`src/rtl/game_pkg.sv`:
```
// Shared types and screen-index helpers for the game screen sequencer.
package game_pkg;

    localparam int unsigned IDX_W               = 4;
    localparam int unsigned NUM_SCREENS_DEFAULT = 13;

    typedef logic [IDX_W-1:0] idx_t;

    typedef enum logic {
        IDLE,
        SHOW
    } state_t;

    // Content screens run 1..last; 0 is reserved for the black idle screen.
    function automatic idx_t idx_next(input idx_t idx, input idx_t last);
        return (idx >= last) ? idx_t'(1) : idx + idx_t'(1);
    endfunction

    function automatic idx_t idx_prev(input idx_t idx, input idx_t last);
        return (idx <= idx_t'(1)) ? last : idx - idx_t'(1);
    endfunction

endpackage

```
`src/rtl/game_screen_sequencer_if.sv`:
```
// User-facing switch/button inputs and screen outputs of the sequencer.
interface game_screen_sequencer_if;
    import game_pkg::*;

    logic sw;
    logic btnR;
    logic btnL;
    idx_t screen_idx;
    logic active;
    logic screen_changed;

    modport master (
        output sw, btnR, btnL,
        input  screen_idx, active, screen_changed
    );

    modport slave (
        input  sw, btnR, btnL,
        output screen_idx, active, screen_changed
    );

endinterface

```
`src/rtl/btn_debounce.sv`:
```
// Debounces an already-synchronized button and emits one press pulse per 0->1 level change.
module btn_debounce #(
    parameter int unsigned DEBOUNCE_CYCLES = 1_000_000
) (
    input  logic clk,
    input  logic rst,
    input  logic in,
    output logic level,
    output logic press
);

    localparam int unsigned CNT_W = $clog2(DEBOUNCE_CYCLES + 1);

    logic [CNT_W-1:0] cnt;

    // The level flips on the cycle the Nth consecutive differing sample arrives,
    // and the press pulse is registered on that same edge.
    always_ff @(posedge clk or posedge rst) begin
        if (rst) begin
            cnt   <= '0;
            level <= 1'b0;
            press <= 1'b0;
        end else begin
            press <= 1'b0;
            if (in == level) begin
                cnt <= '0;
            end else if (cnt == CNT_W'(DEBOUNCE_CYCLES - 1)) begin
                cnt   <= '0;
                level <= in;
                press <= in;
            end else begin
                cnt <= cnt + CNT_W'(1);
            end
        end
    end

endmodule

```
`src/rtl/game_screen_sequencer.sv`:
```
// Steps through content screens on debounced next/prev presses, with optional auto-advance.
module game_screen_sequencer
    import game_pkg::*;
#(
    parameter int unsigned NUM_SCREENS     = NUM_SCREENS_DEFAULT,
    parameter int unsigned DEBOUNCE_CYCLES = 1_000_000,
    parameter int unsigned AUTO_ADV_CYCLES = 0
) (
    input logic                    clk,
    input logic                    rst,
    game_screen_sequencer_if.slave bus
);

    localparam int unsigned IDLE_W = (AUTO_ADV_CYCLES > 0) ? $clog2(AUTO_ADV_CYCLES + 1) : 1;
    localparam idx_t        LAST   = idx_t'(NUM_SCREENS);

    // Bit order {sw, btnL, btnR}
    logic [2:0] sync1;
    logic [2:0] sync2;

    always_ff @(posedge clk or posedge rst) begin
        if (rst) begin
            sync1 <= '0;
            sync2 <= '0;
        end else begin
            sync1 <= {bus.sw, bus.btnL, bus.btnR};
            sync2 <= sync1;
        end
    end

    logic       sw_s;
    logic       next_press;
    logic       prev_press;
    logic [1:0] levels_unused;

    assign sw_s = sync2[2];

    btn_debounce #(.DEBOUNCE_CYCLES(DEBOUNCE_CYCLES)) u_next (
        .clk   (clk),
        .rst   (rst),
        .in    (sync2[0]),
        .level (levels_unused[0]),
        .press (next_press)
    );

    btn_debounce #(.DEBOUNCE_CYCLES(DEBOUNCE_CYCLES)) u_prev (
        .clk   (clk),
        .rst   (rst),
        .in    (sync2[1]),
        .level (levels_unused[1]),
        .press (prev_press)
    );

    state_t            state,    state_n;
    idx_t              idx,      idx_n;
    logic              changed,  changed_n;
    logic [IDLE_W-1:0] idle_cnt, idle_cnt_n;

    always_ff @(posedge clk or posedge rst) begin
        if (rst) begin
            state    <= IDLE;
            idx      <= '0;
            changed  <= 1'b0;
            idle_cnt <= '0;
        end else begin
            state    <= state_n;
            idx      <= idx_n;
            changed  <= changed_n;
            idle_cnt <= idle_cnt_n;
        end
    end

    always_comb begin
        state_n    = state;
        idx_n      = idx;
        idle_cnt_n = idle_cnt;
        if (!sw_s) begin
            state_n    = IDLE;
            idx_n      = '0;
            idle_cnt_n = '0;
        end else if (state == IDLE) begin
            state_n    = SHOW;
            idx_n      = idx_t'(1);
            idle_cnt_n = '0;
        end else if (next_press || prev_press) begin
            // Simultaneous next+prev cancel out but still count as activity.
            idle_cnt_n = '0;
            if (!prev_press)
                idx_n = idx_next(idx, LAST);
            else if (!next_press)
                idx_n = idx_prev(idx, LAST);
        end else if (AUTO_ADV_CYCLES > 0) begin
            if (idle_cnt == IDLE_W'(AUTO_ADV_CYCLES - 1)) begin
                idx_n      = idx_next(idx, LAST);
                idle_cnt_n = '0;
            end else begin
                idle_cnt_n = idle_cnt + IDLE_W'(1);
            end
        end
        changed_n = (idx_n != idx);
    end

    assign bus.screen_idx     = idx;
    assign bus.active         = (state == SHOW);
    assign bus.screen_changed = changed;

endmodule

```
`src/flat_wrapper.sv`:
```
// flat-port wrapper written by rule: the top's interface ports become plain ports
module game_screen_sequencer_flat import game_pkg::*;
#(
    parameter int unsigned NUM_SCREENS     = NUM_SCREENS_DEFAULT,
    parameter int unsigned DEBOUNCE_CYCLES = 1_000_000,
    parameter int unsigned AUTO_ADV_CYCLES = 0
)
  (clk, rst, bus_sw, bus_btnR, bus_btnL, bus_screen_idx, bus_active, bus_screen_changed);
  game_screen_sequencer_if bus_i ();
  input logic clk;
  input logic rst;
  input wire logic [$bits(bus_i.sw)-1:0] bus_sw;
  input wire logic [$bits(bus_i.btnR)-1:0] bus_btnR;
  input wire logic [$bits(bus_i.btnL)-1:0] bus_btnL;
  output wire logic [$bits(bus_i.screen_idx)-1:0] bus_screen_idx;
  output wire logic [$bits(bus_i.active)-1:0] bus_active;
  output wire logic [$bits(bus_i.screen_changed)-1:0] bus_screen_changed;
  assign bus_i.sw = bus_sw;
  assign bus_i.btnR = bus_btnR;
  assign bus_i.btnL = bus_btnL;
  assign bus_screen_idx = bus_i.screen_idx;
  assign bus_active = bus_i.active;
  assign bus_screen_changed = bus_i.screen_changed;
  game_screen_sequencer #(.NUM_SCREENS(NUM_SCREENS), .DEBOUNCE_CYCLES(DEBOUNCE_CYCLES), .AUTO_ADV_CYCLES(AUTO_ADV_CYCLES)) u_core (.clk(clk), .rst(rst), .bus(bus_i));
endmodule
```
`config.mk`:
```
export PLATFORM = sky130hd
export DESIGN_NAME = game_screen_sequencer_flat
export DESIGN_NICKNAME = d
export VERILOG_FILES = /design/src/rtl/game_pkg.sv /design/src/rtl/game_screen_sequencer_if.sv /design/src/rtl/btn_debounce.sv /design/src/rtl/game_screen_sequencer.sv /design/src/flat_wrapper.sv
export SDC_FILE = /design/constraint.sdc
export NUM_CORES = 1
export LEC_CHECK = 0
export BUFFER_PORTS_ARGS = -buffer_cell sky130_fd_sc_hd__buf_2
export CORE_UTILIZATION = 61
export CTS_CLUSTER_SIZE = 10
export DETAILED_ROUTE_END_ITERATION = 8
export PLACE_DENSITY = 0.79
export SLEW_MARGIN = 20
export SYNTH_ARGS = -nofsm -noshare
export SYNTH_HDL_FRONTEND = slang
export SYNTH_SLANG_ARGS = --single-unit
```
`constraint.sdc`:
```
create_clock -name clk -period 2.78 [get_ports clk]
set_input_delay 0.139 -clock clk [delete_from_list [all_inputs] [get_ports clk]]
set_output_delay 0.139 -clock clk [all_outputs]
set_load 0.01 [all_outputs]
```
**After elaboration in Yosys (flattened, before gate mapping)**

Cells that the tools add are included.

- Register bits: 56
- Bits of input ports: 5
- Output and inout port bits: 6
- Word-level logic and storage cells: 43

- $add $sub $neg: 4
- Magnitude comparators: 2
- Eq/ne operators: 5
- Muxes and demuxes: 16
- Bitwise gates (word level): 2
- Reductions and logical operators: 3

Operators with widths:

| cell | count |
|---|---|
| $mux 20 | 4 |
| $add 20x1->20 const B | 2 |
| $eq 20x20->1 const B | 2 |
| $mux 4 | 7 |
| $mux 1 | 5 |
| $add 4x1->4 const B | 1 |
| $ge 4x4->1 const B | 1 |
| $le 4x1->1 const B | 1 |
| $ne 4x4->1 | 1 |
| $reduce_and 2->1 | 2 |
| $sub 4x1->4 const B | 1 |
| $eq 1x1->1 | 2 |
| $not 1->1 | 2 |
| $logic_or 1x1->1 | 1 |

**Depth between registers and ports, before layout**

Gate-level depths: netlist of the first run.

- Depth after elaboration: 8
- Depth in mapped cells: 8

**By module**

Synthesis of the first run repeated with hierarchy kept, for this count alone.

- Cells, all modules: 284
- Area, all modules: 2,982.9 µm²

By module, submodules not included:

| module | instances | cells an instance | area an instance (µm²) | sequential area each (µm²) |
|---|---|---|---|---|
| btn_debounce | 2 | 106 | 1,138.6 | 550.5 |
| game_screen_sequencer | 1 | 72 | 705.7 | 300.3 |

**Worst setup path after synthesis of the first run**

OpenSTA, ideal clock, no wires.

- Path kind: register to register
- Start: register u_core.idx[0] (netlist: u_core.bus.screen_idx[0])
- End: register u_core.changed (netlist: u_core.bus.screen_changed)
- Library setup time: 0.136 ns
- Arrival: 2.010 ns
- Data required time: 2.644 ns
- Setup slack: 0.634 ns
- Stages on the path, launching flop included: 9
- Cells stage by stage: dfrtp_1 clkbuf_1 inv_1 ha_1 or2_2 a2111oi_2 o32a_2 xnor2_1 nand3_1

- Longest elaborated chain between the ends: 8
- Elaborated cells on any way between the ends: 12
- Classes of those cells: 2 x add/sub; 2 x order compare; 1 x eq/ne; 7 x mux

RTL lines:

| what | RTL line | source |
|---|---|---|
| from (decl) | game_screen_sequencer.sv:55 | `idx_t idx, idx_n;` |
| from (signal assigned) | game_screen_sequencer.sv:67 | `idx <= idx_n;` |
| $sub 4x1->4 or $le 4x1->1 (tied branches) | game_pkg.sv:20 | `return (idx <= idx_t'(1)) ? last : idx - idx_t'(1);` |
| $mux 4 | game_pkg.sv:20 |  |
| $mux 4 | game_screen_sequencer.sv:90 | `else if (!next_press)` |
| $mux 4 (*) | game_screen_sequencer.sv:88 | `if (!prev_press)` |
| $mux 4 (*) | game_screen_sequencer.sv:85 | `end else if (next_press \|\| prev_press) begin` |
| $mux 4 (*) | game_screen_sequencer.sv:81 | `end else if (state == IDLE) begin` |
| $mux 4 (*) | game_screen_sequencer.sv:77 | `if (!sw_s) begin` |
| named net u_core.idx_n[1] | game_screen_sequencer.sv:55 |  |
| $ne 4x4->1 (*) | game_screen_sequencer.sv:100 | `changed_n = (idx_n != idx);` |
| named net u_core.changed_n | game_screen_sequencer.sv:56 | `logic changed, changed_n;` |
| to (signal assigned) | game_screen_sequencer.sv:68 | `changed <= changed_n;` |
| to (decl) | game_screen_sequencer.sv:56 |  |

The timed path passes the listed nets; every way through them passes the cells marked *.
A chain may end at the register's enable or synchronous reset.

**Worst setup path after layout of the first run**

Ends and elaborated chain as after synthesis.

==> results of run 1 <==
-- worst min-delay path by stage --
| stage | endpoint | start | slack (ps) | cells past startpoint |
|---|---|---|---|---|
| floorplan | u_core.sync1[0] | bus_btnR | 170 | 0 |
| global placement | u_core.sync1[2] | bus_sw | 250 | 1 |
| detailed placement | u_core.sync1[1] | bus_btnL | 250 | 1 |
| CTS | u_core.u_next.cnt[15] | rst | 30 | 3 |
| global route | u_core.bus.active | rst | 80 | 3 |
| finish | u_core.bus.screen_idx[0] | rst | 9 | 3 |
-- worst reg2reg max path, cell delays in order, from the launching register on --
cell and delay (ps):
dfrtp_1 560, inv_1 140, ha_1 290, or2_2 350, a2111oi_2 370, o32a_2 250
xnor2_1 120, nand3_1 90
-- synth_stat cells, drive strengths merged, types with 3 or more instances --
master and instances:
a21oi 8, and2 5, and3 13, and4 3
buf 6, clkbuf 4, dfrtp 56, ha 5
inv 7, nand2 15, nand2b 3, nand3 23
nand4 6, nor2 50, nor2b 3, nor3 8
nor4 4, o21ai 5, xnor2 25, xor2 14
-- final cells by class --
cell class                      count  area (µm²)  area share
Clock buffer                        6        82.6      0.0262
Multi-Input combinational cell    219        1440       0.455
Timing Repair Buffer               16         103      0.0326
Tap cell                           52        65.1      0.0206
Clock inverter                      2        38.8      0.0123
Sequential cell                    56        1400       0.445
Inverter                            7        26.3     0.00834
-- logic make-up after synthesis --
family                   after synthesis  share of synthesized area
AND/OR/NAND/NOR                      144                      0.274
flip-flops                            56                      0.478
XOR/XNOR                              39                      0.117
AO/OA/AOI/OAI                         29                     0.0700
buffers and inverters                 17                     0.0324
adder cells (fa/ha/maj)                5                     0.0213
multiplexers                           2                    0.00768
-- power breakdown --
group / leakage (nW) / switching [W] / internal (W)
clock: 0.0614 / 0.000263 / 0.000295
combinational: 0.512 / 0.0000532 / 0.0000285
sequential: 0.758 / 0.0000147 / 0.000828
-- timing repair --
| action | 4_1_cts | 5_1_grt |
|---|---|---|
| resized for setup | 0 | 0 |
| hold buffers | 3 | 0 |
| setup buffers | 0 | 0 |
| endpoints found under the hold margin | 3 | 0 |
-- state kept, by name (all words and copies together) (netlist names) --
signal,count
u_core.u_next.level,1
u_core.bus.screen_changed,1
u_core.u_prev.cnt,20
u_core.bus.active,1
u_core.bus.screen_idx,4
u_core.u_prev.level,1
u_core.sync2,3
u_core.u_prev.press,1
u_core.u_next.press,1
u_core.sync1,3
u_core.u_next.cnt,20
-- routing by layer --
| layer | routed length, µm | share of wire | GRT usage | up-vias |
|---|---|---|---|---|
| met5 | 0 | 0 | 0 | - |
| met4 | 72 | 0.014 | 0.0733 | 0 |
| met3 | 213 | 0.042 | 0.0478 | 8 |
| met2 | 2480 | 0.48 | 0.387 | 47 |
| met1 | 2350 | 0.46 | 0.295 | 994 |
| li1 | - | - | - | 1035 |
-- metrics by stage --
stage | instance area [µm²] | setup slack [ps] | hold WS [ps] | std cells
floorplan | 2930 | 634 | 170 | 292
global placement | 3000 | 693 | 247 | 347
detailed placement | 3000 | 631 | 248 | 347
CTS | 3150 | 541 | 34.2 | 358
global route | 3150 | 394 | 78.0 | 358
finish | 3150 | 502 | 9.16 | 358
==> run metrics, run 1 <==
first-pass GRT wire length=a little over 9000 µm; Vias=about 2100; Tot GR Track Use=0.228; die area=5090 µm²; number of synthesized register bits=56; core area=approximately 4500 µm²; PwrDens=471 nW/µm²; actual slew at the worst max-slew pin=roughly 670 ps; Seq/Total Area, Yosys=0.478; CTS root buf=clkbuf_8; failing checks=DRC; TritonRoute pass-1 iters=6; RSZ-0062 raised after global routing=no; number of DRC markers in iteration 0=190; CTS buffer count=5; reg2reg path depth=7; largest net degree at the start of global routing=57; Most used DFF post-synth=dfrtp_1; routed wire length per instance=~14 µm; total clock sinks=56; vias in the first global route=roughly 2100; Post-Syn Nets=around 300; Synth top area share=0.478; final core occ=0.704; CP bufs+invs=1; Clock Pin Slew Worst Setup and Hold Paths=around 100 ps; asr flop ratio synth=1.00; fin nets=roughly 320; DIE HEIGHT=between 70 and 80 µm; total gr overflow=0; most common cell after layout, fill and taps aside=dfrtp_1; max-slew violation count=0; row count=24; remaining antenna violation count after routing=0; antenna violations before repair=0; Tot Pwr=around 0.0015 W; Port Buffer Count=10; Leak Pwr=roughly 1.3 nW; critical path's slowest cell=dfrtp_1; Setup crit end kind=register; Final HPWL DP=roughly 3500 µm; Hold/Removal Path Class=in -> async; fillers=341; routability cong.=approximately 0.87; Critical R2R Capture=u_core.bus.screen_changed; setup_tns=0 ps; Netlist Area Pre-Place=2930 µm²; Residual DRC=2; fmax=439 MHz; Crit. Startpoint=u_core.bus.screen_idx[0]; critical path launch point type=register; Crit path largest cell delay=560 ps; CP top delay family=compound AO/OA/AOI/OAI gates; H-tree depth=2; initial core utilization=0.655; Syn-to-layout area delta=7.51%; setup violators final=0; final hold vios=0; worst setup path class=reg -> reg; DR vias/cell=5.82; Ant. Diodes=0; commonest non-fill, non-tap cells in the layout=dfrtp_1, nor2_1, xnor2_1; Worst Setup EP=u_core.bus.screen_changed; Synth Area per Inst=approximately 10 µm²; share of cells above drive strength 1=0.137; outcome=finished, violations left; Yosys top cell by area=dfrtp_1; Final period util=0.820; ranking of synthesized cells by area=dfrtp_1, xnor2_1, nor2_1; drt total wl=approximately 5100 µm; Max-Cap Viols=0; Netlist cell types=52; WP data required=2960 ps; reg-to-reg setup timing slack=500 ps; WP data arrival=between 2000 and 2500 ps; clk_skew=about 5.4 ps; critical-path cell list=inv_1 -> ha_1 -> or2_2 -> a2111oi_2 -> o32a_2 -> xnor2_1 -> nand3_1; deepest clock path buffer count=2; Rel. slew slack=0.552; Die W=71.3 µm; Post-synth EDFFs=0; Synth Instances=slightly below 300; Worst Path Max Fanout=12; Clock Latency Late Sink=about 300 ps; Min Clock Period, post-route=approximately 2300 ps; synth warn=0; IO Count=11; IR drop worst, VDD=around 370 µV; cell depth of the worst setup path=7; CTS tree=built; Reg-to-Reg Start=u_core.bus.screen_idx[0]
Power figures use the tool's default switching activity.
==> run 2: changes to the inputs <==
--- a/config.mk
+++ b/config.mk
@@ -5,11 +5,12 @@
 export SDC_FILE = /design/constraint.sdc
 export NUM_CORES = 1
 export LEC_CHECK = 0
+export ABC_AREA = 1
 export BUFFER_PORTS_ARGS = -buffer_cell sky130_fd_sc_hd__buf_2
-export CORE_UTILIZATION = 61
+export CORE_UTILIZATION = 56
 export CTS_CLUSTER_SIZE = 10
 export DETAILED_ROUTE_END_ITERATION = 8
-export PLACE_DENSITY = 0.79
+export PLACE_DENSITY = 0.76
 export SLEW_MARGIN = 20
 export SYNTH_ARGS = -nofsm -noshare
 export SYNTH_HDL_FRONTEND = slang
==> constraint.sdc (replaced) <==
create_clock -name clk -period 2 [get_ports clk]
set_input_delay 0.1 -clock clk [delete_from_list [all_inputs] [get_ports clk]]
set_output_delay 0.1 -clock clk [all_outputs]
set_load 0.01 [all_outputs]
==> run metrics, run 2 <==
outcome=complete, no violations; Synth top area share=0.455; Seq/Total Area, Yosys=0.455; critical path launch point type=register; commonest non-fill, non-tap cells in the layout=nand2_1, nor2_1, dfrtp_1; largest net degree at the start of global routing=57; Min Clock Period, post-route=around 1800 ps; routability cong.=about 0.86; worst setup path class=reg -> reg; share of cells above drive strength 1=0.124; Rel. slew slack=0.531; row count=26; CP top delay family=simple AND/OR/NAND/NOR gates; placed cells=around 460; Post-synth EDFFs=0; CTS buffer count=5; Residual DRC=0; remaining antenna violation count after routing=0; Ant. Diodes=0; WP data required=approximately 2200 ps; IO Count=11; die area=5800 µm²; Worst Path Max Fanout=10; Syn-to-layout area delta=8.81%; Clock Pin Slew Worst Setup and Hold Paths=90 ps; fillers=between 400 and 500; Yosys top cell by area=dfrtp_1; Leak Pwr=1.56 nW; Setup crit end kind=register; final hold vios=0; number of DRC markers in iteration 0=around 110; Max-Cap Viols=0; core area=between 5000 and 6000 µm²; Sequential Area=about 1400 µm²; setup_tns=0 ps; most frequent cell after synthesis=nand2_1; routed wire length per instance=between 10 and 15 µm; Hold WS=361 ps; actual slew at the worst max-slew pin=slightly above 700 ps; Int Pwr=approximately 0.0015 W; setup violators final=0; initial core utilization=0.592; first-pass GRT wire length=slightly above 10000 µm; ranking of synthesized cells by area=dfrtp_1, nand2_1, nor2_1; setup bufs post-CTS=0; synth warn=0; Post-Syn Nets=392; Clock Latency Late Sink=300 ps; drt total wl=approximately 5700 µm; Hold/Removal Path Class=reg -> reg; CP bufs+invs=2; CTS root buf=clkbuf_8; H-tree depth=2; Final period util=0.891; Gate power share=0.057; fin cells=~470; Synth Area per Inst=roughly 8.1 µm²; total gr overflow=0; Synth Instances=382; Post-synth top cells=nand2_1, nor2_1, dfrtp_1; IR drop worst, VDD=~580 µV; Tot GR Track Use=0.215; most common cell after layout, fill and taps aside=nand2_1; Netlist cell types=32; vias in the first global route=~2400; DR vias/cell=approximately 5.3; switching power total=0.000438 W; number of synthesized register bits=56; critical-path cell list=inv_1 -> ha_1 -> inv_1 -> nand2_1 -> nand2_1 -> nand2_1 -> o21ai_0 -> nand3_1 -> nand2_1 -> nand2_1 -> nor2_1 -> nand2_1; fmax=about 560 MHz; Port Buffer Count=10; Die W=~76 µm; TritonRoute pass-1 iters=4; deepest clock path buffer count=2; CTS tree=built; antenna violations before repair=0; RSZ-0062 raised after global routing=no; Final HPWL DP=around 4200 µm; Most common cell on crit path=nand2_1; Crit path largest cell delay=between 400 and 500 ps; critical path's slowest cell=dfrtp_2; max-slew violation count=0; asr flop ratio synth=1.00; area occupied by multi-input gates=around 1500 µm²; Most used DFF post-synth=dfrtp_1; WP data arrival=slightly below 2000 ps; clock power share=0.331; clk_skew=around 6.8 ps; DIE HEIGHT=76.2 µm; total clock sinks=56; PwrDens=between 500 and 600 nW/µm²; Netlist Area Pre-Place=3080 µm²; sw frac=0.230; Reg power frac=0.612; fin nets=around 410; Vias=between 2000 and 2500
==> run 2: worst reg2reg max path, cell delays in order (launching register included) <==
cell     delay, ps
dfrtp_2        460
inv_1           90
ha_1           240
inv_1           80
nand2_1         60
nand2_1         60
nand2_1         60
o21ai_0        220
nand3_1        140
nand2_1         80
nand2_1         40
nor2_1          90
nand2_1         50
==> run 2: per-layer routing <==
layer,part of all wire,vias up,track usage
li1,-,1266,-
met1,0.47,1189,0.283
met4,0.0077,0,0.0692
met2,0.49,39,0.356
met3,0.032,5,0.0431
met5,0,-,0
==> run 2: cell type report <==
| type | instances | share of cell area |
|---|---|---|
| flip-flops and latches | 56 | 0.419 |
| well taps | 70 | 0.0261 |
| inverters | 48 | 0.0537 |
| clock inverters | 1 | 0.00224 |
| repair buffers | 15 | 0.0291 |
| multi-input cells | 276 | 0.444 |
| clock buffers | 7 | 0.0257 |
==> run 2: stage by stage <==
stage / area (µm²) / utilization / worst slack, ps / total power (W)
final: 3350 / 0.644 / 219 / 0.00191
after global routing: 3350 / 0.644 / 16.1 / 0.00200
after CTS: 3350 / 0.644 / 139 / 0.00194
after detailed placement: 3220 / 0.618 / 156 / 0.00129
after global placement: 3220 / 0.618 / 250 / 0.00129
after floorplan: 3080 / - / 305 / 0.00126
==> run 2: final timing paths <==
path / startpoint / endpoint / slack, ps / cells after the start
worst max-delay path: u_core.bus.screen_idx[0] / u_core.bus.screen_changed / 220 / 12
worst min-delay path: u_core.sync1[2] / u_core.sync2[2] / 360 / 0
worst max register to register: u_core.bus.screen_idx[0] / u_core.bus.screen_changed / 220 / 12
worst min register to register: u_core.sync1[2] / u_core.sync2[2] / 360 / 0
max in group asynchronous: rst / u_core.bus.screen_idx[1] / 970 / 4
min in group asynchronous: rst / u_core.u_prev.cnt[3] / 520 / 4
==> run 2: power groups by stage <==
stage	clock network (W)	registers [W]	logic, W
after floorplan	0	0.00119	0.0000714
after global placement	0	0.00119	0.000102
after detailed placement	0	0.00119	0.000104
after CTS	0.000661	0.00117	0.000111
after global routing	0.000699	0.00117	0.000127
final	0.000632	0.00117	0.000108
==> run 2: repair_timing <==
action / CTS / global route
hold buffers: 4 / 0
setup endpoints to repair: 0 / 1
gates resized for setup: 0 / 2
hold endpoints to repair: 6 / 0
==> run 2: kinds of logic after synthesis <==
family,count (synthesis),synth area share
AOI/OAI and AO/OA,20,0.0357
xor gates and xnor gates,22,0.0625
adders and majority gates,5,0.0203
buffers and inverters,50,0.0617
DFF,56,0.455
muxes,1,0.00365
and+or+nand+nor,228,0.361
